<file path="config.mk">
export PLATFORM = sky130hd
export DESIGN_NAME = ctrl_unit
export DESIGN_NICKNAME = d
export VERILOG_FILES = /design/src/rtl/ctrl_unit.sv
export SDC_FILE = /design/constraint.sdc
export NUM_CORES = 1
export LEC_CHECK = 0
export CAP_MARGIN = 20
export CORE_AREA = 2 2 39 41
export DETAILED_ROUTE_END_ITERATION = 10
export DIE_AREA = 0 0 41 43
export GPL_ROUTABILITY_DRIVEN = 0
export PLACE_DENSITY = 0.67
export SLEW_MARGIN = 40
export SYNTH_ARGS = -nofsm -noshare
export SYNTH_HDL_FRONTEND = slang
export SYNTH_SLANG_ARGS = --single-unit
</file>
<file path="constraint.sdc">
create_clock -name clk -period 1.29 [get_ports clk]
set_input_delay 0.129 -clock clk [delete_from_list [all_inputs] [get_ports clk]]
set_output_delay 0.129 -clock clk [all_outputs]
set_load 0.02 [all_outputs]
</file>
<file path="src/rtl/ctrl_unit.sv">
// ---------------------------------------------------------------------------
// ctrl_unit -- control sequencer for a small accumulator machine.
//
// Sequences FETCH -> DECODE -> (EXEC) -> FETCH. The HLT opcode parks the
// machine in HLT until reset. Every strobe is combinational from the current
// state, the instruction register and the flags, and all strobes are gated
// off while reset is asserted.
//
// Ports
//   clk    in   1  system clock, rising-edge active
//   rst    in   1  asynchronous reset, active low
//   Din    in   8  memory data bus (instruction or operand byte)
//   ZF     in   1  accumulator-zero flag, only looked at in DECODE
//   CF     in   1  carry flag, only looked at in DECODE
//   IPC    out  1  program-counter increment
//   IMPC   out  1  program-counter load (paired with IJ)
//   IJ     out  1  program-counter load (paired with IMPC)
//   IIR    out  1  instruction-register load
//   IMAR   out  1  MAR load from Din[5:0]
//   IACC   out  1  accumulator load
//   IALU   out  1  accumulator source: 1 = ALU, 0 = memory
//   ISUB   out  1  ALU subtract
//   WE     out  1  memory write of the accumulator
//   HALT   out  1  high while halted
//   STATE  out  2  current state encoding (debug)
// ---------------------------------------------------------------------------
module ctrl_unit (
   input  logic       clk,
   input  logic       rst,
   input  logic [7:0] Din,
   input  logic       ZF,
   input  logic       CF,
   output logic       IPC,
   output logic       IMPC,
   output logic       IJ,
   output logic       IIR,
   output logic       IMAR,
   output logic       IACC,
   output logic       IALU,
   output logic       ISUB,
   output logic       WE,
   output logic       HALT,
   output logic [1:0] STATE
);

   typedef enum logic [1:0] {
      S_FETCH  = 2'b00,
      S_DECODE = 2'b01,
      S_EXEC   = 2'b10,
      S_HLT    = 2'b11
   } state_t;

   localparam logic [3:0] OP_LDA = 4'h1;
   localparam logic [3:0] OP_STA = 4'h2;
   localparam logic [3:0] OP_ADD = 4'h3;
   localparam logic [3:0] OP_SUB = 4'h4;
   localparam logic [3:0] OP_JMP = 4'h5;
   localparam logic [3:0] OP_JZ  = 4'h6;
   localparam logic [3:0] OP_JC  = 4'h7;
   localparam logic [3:0] OP_HLT = 4'hF;

   state_t     state_reg;
   state_t     state_next;
   logic [7:0] ir_reg;
   logic [3:0] opcode;
   logic       jump_taken;

   assign opcode = ir_reg[7:4];

   // Only meaningful while opcode is one of the jumps and the state is DECODE.
   assign jump_taken = (opcode == OP_JMP)
                     | ((opcode == OP_JZ) & ZF)
                     | ((opcode == OP_JC) & CF);

   always_ff @(posedge clk or negedge rst) begin
      if (!rst) begin
         state_reg <= S_FETCH;
         ir_reg    <= 8'h00;
      end else begin
         state_reg <= state_next;
         if (state_reg == S_FETCH)
            ir_reg <= Din;
      end
   end

   always_comb begin
      state_next = state_reg;
      IPC  = 1'b0;
      IMPC = 1'b0;
      IJ   = 1'b0;
      IIR  = 1'b0;
      IMAR = 1'b0;
      IACC = 1'b0;
      IALU = 1'b0;
      ISUB = 1'b0;
      WE   = 1'b0;
      HALT = 1'b0;

      case (state_reg)
         S_FETCH: begin
            IIR        = 1'b1;
            IPC        = 1'b1;
            state_next = S_DECODE;
         end
         S_DECODE: begin
            state_next = S_FETCH;
            case (opcode)
               OP_LDA, OP_STA, OP_ADD, OP_SUB: begin
                  IMAR       = 1'b1;
                  IPC        = 1'b1;
                  state_next = S_EXEC;
               end
               OP_JMP, OP_JZ, OP_JC: begin
                  // A taken jump loads the PC from the operand byte; an
                  // untaken one just steps the PC past the operand.
                  if (jump_taken) begin
                     IMPC = 1'b1;
                     IJ   = 1'b1;
                  end else begin
                     IPC  = 1'b1;
                  end
               end
               OP_HLT:  state_next = S_HLT;
               default: ;  // NOP and the unused codes 8..E
            endcase
         end
         S_EXEC: begin
            state_next = S_FETCH;
            case (opcode)
               OP_LDA: IACC = 1'b1;
               OP_STA: WE   = 1'b1;
               OP_ADD: begin
                  IACC = 1'b1;
                  IALU = 1'b1;
               end
               OP_SUB: begin
                  IACC = 1'b1;
                  IALU = 1'b1;
                  ISUB = 1'b1;
               end
               default: ;
            endcase
         end
         S_HLT: HALT = 1'b1;
         default: state_next = S_FETCH;
      endcase

      // Strobes are combinational, so the state register being forced to
      // FETCH is not enough: gate everything directly on reset.
      if (!rst) begin
         IPC  = 1'b0;
         IMPC = 1'b0;
         IJ   = 1'b0;
         IIR  = 1'b0;
         IMAR = 1'b0;
         IACC = 1'b0;
         IALU = 1'b0;
         ISUB = 1'b0;
         WE   = 1'b0;
         HALT = 1'b0;
      end
   end

   assign STATE = state_reg;

endmodule
</file>
; Word-level counts from Yosys, hierarchy flattened
; Index checks and enable logic that the tools add are counted.
[word_totals]
input_bits = 12
reg_bits = 10
elab_cells = 52
out_inout_bits = 12
[op_classes]
bitwise = 4
reduce_logical = 6
n_mux = 29
n_eq_ne = 11
[op_table]
columns = operator, n
row1 = two-way mux 1 bit, 25
row2 = "== test 4 x 3 -> 1 bit, second input constant", 4
row3 = "== test 4 x 2 -> 1 bit, second input constant", 2
row4 = case mux 2 bit (3 select lines), 1
row5 = OR reduction 3 bit, 2
row6 = "== test 2 bit, second input constant", 2
row7 = "== test 4 x 1 -> 1 bit, second input constant", 1
row8 = "== test 4 bit, second input constant", 1
row9 = case mux 1 bit (2 select lines), 2
row10 = case mux 2 bit (2 select lines), 1
row11 = OR reduction 4 bit, 1
row12 = nonzero test 3 bit, 1
row13 = AND 1 bit, 2
row14 = "== test 2 x 1 -> 1 bit, second input constant", 1
row15 = zero test 2 bit, 1
row16 = bitwise OR 1 bit, 2
row17 = OR reduction 2 bit, 1

; Logic depth before layout (Yosys ltp)
; Gate-level depths: netlist (run 1).
[logic_depth]
ltp_word = 8
depth_mapped = 5
mapped_depth_nobuf = 3

; Least setup slack after synthesis (run 1)
; No wires, ideal clock.
[synth_timing]
kind = flip-flop to output port
from = reg ir_reg[5]
to = out IMPC
required_time_ps = 1161
path_buffers = 2
setup_slack_ps = -547
stages_incl_launch_ff = 6
arrival_ps = 1708
path_cell_list = dfrtp_1 > buf_2 > and4b_1 > a31oi_1 > nor4_1 > buf_4
[synth_via]
elab_chain_len = 8
elab_cells_between_ends = 12
classes_between = eq/ne: 3 / mux: 4 / bitwise: 4 / reduce/logical: 1
[synth_lines]
columns = item, line_no
row1 = "start, declared", 64  ; logic [7:0] ir_reg;
row2 = "start signal, assigned", 82  ; ir_reg <= Din;
row3 = == test 4 x 3 -> 1 bit, n/a
row4 = AND 1 bit, 72  ; | ((opcode == OP_JZ) & ZF)
row5 = bitwise OR 1 bit, 72
row6 = bitwise OR 1 bit, 73  ; | ((opcode == OP_JC) & CF);
row7 = two-way mux 1 bit, n/a
row8 = two-way mux 1 bit * (3 in series), n/a
row9 = "end, declared", 34  ; output logic IMPC,
; Every way passes the cells marked *; elsewhere a longest branch is shown, timed or not.

; Worst setup path after layout (run 1)
[layout_timing]
from = reg ir_reg[4]
to = out IPC
[layout_via]
elab_chain_len = 8
elab_cells_between_ends = 17
classes_between = eq/ne: 7 / mux: 4 / bitwise: 4 / reduce/logical: 2
[layout_lines]
columns = item, line_no
row1 = == test 4 x 3 -> 1 bit, "72, 107"
row2 = AND 1 bit, 72
row3 = bitwise OR 1 bit, 72
row4 = bitwise OR 1 bit, 73
row5 = two-way mux 1 bit, 116  ; if (jump_taken) begin
row6 = case mux 1 bit (2 select lines) *, 107  ; case (opcode)
row7 = case mux 1 bit (2 select lines) *, 99  ; case (state_reg)
row8 = two-way mux 1 bit *, 150  ; if (!rst) begin
row9 = "end, declared", 33  ; output logic IPC,
; Marked as above.

==> results of run 1 <==
[worst paths after layout]
| kind | start | endpoint | slack, ns | cells after the start |
|---|---|---|---|---|
| max | ir_reg[4]$_DFFE_PN0N_ | IPC | -0.32 | 4 |
| min | rst | ir_reg[7]$_DFFE_PN0N_ | 0.42 | 2 |
| max reg2reg | ir_reg[4]$_DFFE_PN0N_ | STATE[1]$_DFFE_PN0P_ | -0.07 | 6 |
| min reg2reg | STATE[1]$_DFFE_PN0P_ | STATE[1]$_DFFE_PN0P_ | 0.67 | 2 |
| max in group asynchronous | rst | ir_reg[4]$_DFFE_PN0N_ | 0.74 | 2 |
| min in group clk | Din[7] | ir_reg[7]$_DFFE_PN0N_ | 0.50 | 2 |
[timing repair]
item / 4_1_cts / 5_1_grt
setup buffers: 2 / 2
setup endpoints to repair: 13 / 16
resized for setup: 55 / 20
pin swaps: 1 / 6
hold buffers: 0 / 0
endpoints found under the hold margin: 0 / 0
[power by group through the flow]
stage	clock, W	combinational (W)	sequential, W
2_1_floorplan	0	0.000637	0.000435
3_3_place_gp	0	0.00120	0.000376
3_5_place_dp	0	0.00123	0.000385
4_1_cts	0.000196	0.00124	0.000387
5_1_grt	0.000210	0.00157	0.000410
6_report	0.000182	0.00147	0.000392
[metal layers]
metal | GRT usage, % | vias up | routed length (microns)
met2 | 26.3 | 14 | 675
met3 | 3.14 | 0 | 71
met1 | 16.9 | 245 | 507
met4 | 8.00 | 0 | 0
li1 | - | 241 | -
met5 | 0 | - | 0
[per-stage QoR]
step / setup WS (ns) / hold slack, ns / total power [W] / TNS (ns)
2_1_floorplan: -0.212 / -0.167 / 0.00107 / -0.678
3_3_place_gp: -0.582 / 0.585 / 0.00158 / -5.11
3_5_place_dp: -0.648 / 0.584 / 0.00161 / -5.31
4_1_cts: -0.356 / 0.327 / 0.00183 / -2.19
5_1_grt: -0.413 / 0.401 / 0.00219 / -2.94
6_report: -0.322 / 0.415 / 0.00205 / -2.30
[cells in the final DEF (no fill, tap or decap), types with 2 or more instances in the layout]
master,count
buf_4,22
buf_6,5
clkbuf_4,3
clkdlybuf4s15_1,2
clkdlybuf4s50_1,7
dfrtp_1,2
dfrtp_2,4
mux2_2,4
nand2_1,2
nand2b_1,2
nor2_4,3
nor4b_4,2
[worst max-delay path: cells and delay by family (launching register included)]
family                 cells  cell delay (ns)
buffers and inverters      2             0.27
DFF                        1             0.42
AOI/OAI and AO/OA          1             0.19
and+or+nand+nor            1             0.36
[kinds of logic after synthesis]
| logic type | Yosys count | share of synthesized area (%) |
|---|---|---|
| AO/OA/AOI/OAI | 8 | 11.5 |
| buffers and inverters | 4 | 5.06 |
| AND/OR/NAND/NOR | 23 | 39.6 |
| multiplexers | 4 | 10.1 |
| flip-flops | 6 | 33.7 |
[area by class of cell]
type	instances	area share (%)
Multi-Input combinational cell	35	40.8
Timing Repair Buffer	37	36.2
Sequential cell	6	17.7
Clock buffer	4	3.00
Tap cell	16	2.29
[Yosys cell counts, drive strengths merged]
master and count:
dfrtp 6, buf 4, mux2 4, nor2 4, a21oi 3, nand2 3
nand2b 3, nor4b 3, and2b 2, nand3b 2, nor4 2, a31o 1
a31oi 1, and3 1, and4b 1, nand4 1, o21ai 1, o31a 1
o31ai 1, or3 1
==> results.md, run 1 <==
* Area contributors post-synth: dfrtp_1 (34%), mux2_2 (10%), nor4b_4 (5.3%)
* Mapped Area at roughly 450 sq um
* Reg clk slew, reported paths at approximately 0.05 ns
* Wire length per cell at approximately 13 microns
* Post-route setup slack at -0.322 ns
* GRT Overall Usage at ~16%
* Total count of hold-check failures in the final report at 0
* Number of global-route vias before repair at 482
* Timing-limited maximum frequency at 620 MHz
* Row count at 14
* Vias after detailed routing at 500
* Detail Placement HPWL at around 940 microns
* Crit path required time at 1.16 ns
* Maximum number of pins on one net before global-route repair at 10
* Utilization of the core after routing at 63.2%
* Post-synthesis cell type with the largest combined area: dfrtp_1
* Fraction of final layout cells with drive strength greater than 1 at 64.6%
* Synthesized instance count at 45
* Switching part of the total at about two fifths
* Die X-Extent at 41 microns
* First-pass GRT wire length at 1.86 mm
* Inst Count DP at 90
* Path type of the worst setup path: reg2out
* Number of flip-flops in the largest register at 4
* Leakage power at between 0.3 and 0.4 nW
* Fraction of power consumed by combinational cells at 72.0%
* Result of the run: complete, but fails checks
* Die Span Y at approximately 43 microns
* Critical path, cell by cell: buf_4 -> or3_4 -> a31o_1 -> buf_6
* DRC violations left at 0
* Part of the power in the clock network at 8.9%
* Clock latency at the later pin of the worst-skew pair at around 0.24 ns
* Total number of H-tree levels at 1
* Design area at 875 sq um
* Arrival time of the worst setup path at around 1.5 ns
* Yosys top cell area share at 33.7%
* Final Net Count at 95
* Share of total power in sequential cells at between 10% and 20%
* Worst hold-check path type: in2async
* Routed via count divided by cell count at 5.10
* Number of buffers created by CTS at 3
* YS warnings at 0
* Crit-path max cell delay at about 0.42 ns
* Final Max Slew Viols at 0
* Clock Tree Buf Depth at 2
* Sum of routed wire length over all layers at 1.26 mm
* Setup repair after global routing missed its margin: true
* Layout overhead on the synthesized area at 96.3%
* Mapped Nets at 57
* Share of synthesized area occupied by flip-flops and latches at about 34%
* Root buffer cell: clkbuf_4
* Total of buffers placed on input and output ports at 19
* Final period utilization at 125%
* Failing checks: setup timing
* Rel. slew slack at roughly four fifths
* Netlist cell types at 24
* Total area of sequential cells at around 160 sq um
* Placement-stage cell area at between 700 and 800 sq um
* Starting density of the core at 32.2%
* Fillers at 126
* Largest clock skew in the final design at 0.00706 ns
* Initial antenna violation count at 0
* Post-route insts no fill at between 90 and 100
* Register bit total from synthesis at 6
* Kind of end point of the critical path: primary output
* Post-detailed-route count of antenna-violating nets at 0
* Mean instance size in the synthesized netlist at 9.90 sq um
* Switching power summed over all nets at approximately 0.00085 W
* Die area at 1760 sq um
* Final setup violation count at 10
* Number of optimization iterations in the first detailed-route pass at 2
* Max-cap viol count at 0
* Pin slew with the least headroom to its limit at approximately 0.29 ns
* Worst Path Max Fanout at 4
* CTS tree: built
* Cell with the biggest individual delay on the critical path: dfrtp_2
* Initial DRC Count at 1
* Min Tclk post-route at ~1.6 ns
* Maximum VDD drop at roughly 1.2 mV
* Final antenna diode count at 0
* IO Count at 24
* Total power density per cell area at between 2000 and 2500 nW/um^2
* Total area of multi-input combinational cells at around 360 sq um
* Core box area at between 1000 and 1500 sq um
* Clock sink count at 6
* Internal power at roughly 0.0012 W
* Total global routing overflow at 0
* Startpoint type of the worst setup path: flip-flop
Power figures use the tool's default switching activity.
==> run 2, diff against run 1 <==
- PLACE_DENSITY: 0.67 -> not set
- PLACE_DENSITY_LB_ADDON: not set -> 0.12
==> run 2 against run 1 <==
Net effect:
- the run still ends with setup timing left
- design area fell by 0.14%
- via count fell by 2.2%
- first-iteration DRC count did not move
- wire length fell by 8.2%
- global-route usage rose by 0.52 points
- register-to-register slack barely moved
- maximum frequency rose by 0.82%
- sequential cell count did not move
- cell count rose by 2.0%
- core utilization fell by 0.090 points
- non-clock buffer count rose by 2
- count of clock-buffer cells in the layout did not move
==> results.md, run 2 (synthesis results as in run 1) <==
* Core box area at 1380 sq um (unchanged)
* Number of flip-flops in the largest register at 4 (unchanged)
* Pin slew with the least headroom to its limit at 0.275 ns (-0.0112 ns)
* Kind of end point of the critical path: primary output
* Clock latency at the later pin of the worst-skew pair at 0.24 ns (about the same)
* Min Tclk post-route at 1.60 ns (-0.0131 ns)
* Final Net Count at 97 (+2.1%)
* Post-route insts no fill at 100 (+2.0%)
* Vias after detailed routing at 489 (-2.2%)
* GRT Overall Usage at 16.0% (+0.52 points)
* Inst Count DP at 92 (+2.2%)
* Initial antenna violation count at 0 (unchanged)
* Final setup violation count at 10 (unchanged)
* Timing-limited maximum frequency at 625 MHz (+0.82%)
* TNS Setup at -2.19 ns (+0.111 ns)
* Layout overhead on the synthesized area at 96.1%
* Number of buffers created by CTS at 3 (unchanged)
* Starting density of the core at 32.2% (unchanged)
* Wire length per cell at 11.5 microns (-10%)
* Worst Path Max Fanout at 4 (unchanged)
* Routed via count divided by cell count at 4.89 (-4.2%)
* Crit path required time at 1.16 ns (about the same)
* Startpoint type of the worst setup path: flip-flop
* Sum of routed wire length over all layers at 1.15 mm (-8.2%)
* DRC violations left at 0 (unchanged)
* Final Max Slew Viols at 0 (unchanged)
* Cell with the biggest individual delay on the critical path: dfrtp_1
* Root buffer cell: clkbuf_4
* Arrival time of the worst setup path at 1.47 ns (about the same)
* Final antenna diode count at 0 (unchanged)
* Detail Placement HPWL at 925 microns (-1.4%)
* Crit-path max cell delay at 0.41 ns (about the same)
* Total of buffers placed on input and output ports at 19 (unchanged)
* Post-route setup slack at -0.309 ns (+0.0131 ns)
* Result of the run: complete, but fails checks
* Total power density per cell area at 2330 nW/um^2 (-0.47%)
* Die Span Y at 43 microns (unchanged)
* IO Count at 24 (unchanged)
* Failing checks: setup timing
* Final period utilization at 124% (-1.0 points)
* Clock Tree Buf Depth at 2 (unchanged)
* Maximum number of pins on one net before global-route repair at 8 (-2)
* Top cell by count, worst path: buf_4
* Post-detailed-route count of antenna-violating nets at 0 (unchanged)
* Number of optimization iterations in the first detailed-route pass at 2 (unchanged)
* Leakage power at 0.399 nW (+2.9%)
* Total number of H-tree levels at 1 (unchanged)
* Total area of sequential cells at 153 sq um (-1.6%)
* First-pass GRT wire length at 1.90 mm (+2.2%)
* Largest clock skew in the final design at 0.00684 ns (-0.000224 ns)
* Rel. slew slack at 81.4% (+0.76 points)
* Path type of the worst setup path: reg2out
* CTS tree: built
* Total global routing overflow at 0 (unchanged)
* Total count of hold-check failures in the final report at 0 (unchanged)
* Most common cell after layout, fill and taps aside: buf_4
* Fillers at 129 (+2.4%)
* Clock sink count at 6 (unchanged)
* Fraction of final layout cells with drive strength greater than 1 at 63.1% (-1.5 points)
* Row count at 14 (unchanged)
* Maximum VDD drop at 1.21 mV (+2.0%)
* Critical path, cell by cell: and4b_1 -> a31oi_2 -> buf_4 -> nor4_4 -> buf_4
* Total area of multi-input combinational cells at 339 sq um (-4.9%)
* Die area at 1760 sq um (unchanged)
* Setup repair after global routing missed its margin: true
* Max-cap viol count at 0 (unchanged)
* Utilization of the core after routing at 63.1% (-0.090 points)
* Worst hold-check path type: in2async
* Reg clk slew, reported paths at 0.05 ns (about the same)
* Number of global-route vias before repair at 453 (-6.0%)
* Most used cells in the layout excluding fill and tap cells: buf_4 (22), buf_6 (7), clkdlybuf4s50_1 (6)
* Overall power at 0.00204 W (-0.61%)
* Initial DRC Count at 1 (unchanged)
* Die X-Extent at 41 microns (unchanged)
## run 2: final timing paths
| check | start | end | slack (ns) | depth (start not counted) |
|---|---|---|---|---|
| min reg2reg | STATE[1]$_DFFE_PN0P_ | STATE[1]$_DFFE_PN0P_ | 0.64 | 2 |
| min | rst | STATE[1]$_DFFE_PN0P_ | 0.12 | 2 |
| max | ir_reg[4]$_DFFE_PN0N_ | IJ | -0.31 | 5 |
| max reg2reg | ir_reg[4]$_DFFE_PN0N_ | STATE[1]$_DFFE_PN0P_ | -0.07 | 6 |
| min in group clk | Din[7] | ir_reg[7]$_DFFE_PN0N_ | 0.50 | 2 |
| max in group asynchronous | rst | STATE[0]$_DFFE_PN0P_ | 1.04 | 2 |
## run 2: metal layers
metal	vias to the layer above	part of all wire (%)	wire length [microns]	track usage, %
met5	-	0	0	0
met4	0	0	0	8.00
met3	0	4.1	47	3.14
met2	13	53	612	25.0
met1	228	43	493	19.9
li1	248	-	-	-
## run 2: layout make-up
type / count / share of cell area [%]
Timing Repair Buffer: 39 / 38.4
Tap cell: 16 / 2.29
Sequential cell: 6 / 17.5
Multi-Input combinational cell: 35 / 38.8
Clock buffer: 4 / 3.01
## run 2: power by group
part | internal, W | total, W | switching (W)
clock | 0.000117 | 0.000185 | 0.0000678
sequential | 0.000290 | 0.000381 | 0.0000908
combinational | 0.000813 | 0.00147 | 0.000656
total | 0.00122 | 0.00204 | 0.000814
## run 2: timing repair
item	in CTS	in global routing
buffers inserted	5	0
pin swaps	5	4
setup endpoints to repair	12	11
hold buffers	0	0
hold endpoints to repair	0	0
resized for setup	63	7
## run 2: per-stage QoR
stage	hold slack, ns	setup slack (ns)	cell area [sq um]
2_1_floorplan	-0.167	-0.212	473
3_3_place_gp	0.564	-0.595	781
3_5_place_dp	0.577	-0.641	781
4_1_cts	0.0463	-0.314	843
5_1_grt	0.137	-0.417	873
6_report	0.117	-0.309	873
## run 2: critical path, delay by kind of cell (launching register included)
family                 cells  cell delay (ns)
and+or+nand+nor            2             0.43
DFF                        1             0.41
buffers and inverters      2             0.33
AOI/OAI and AO/OA          1             0.05
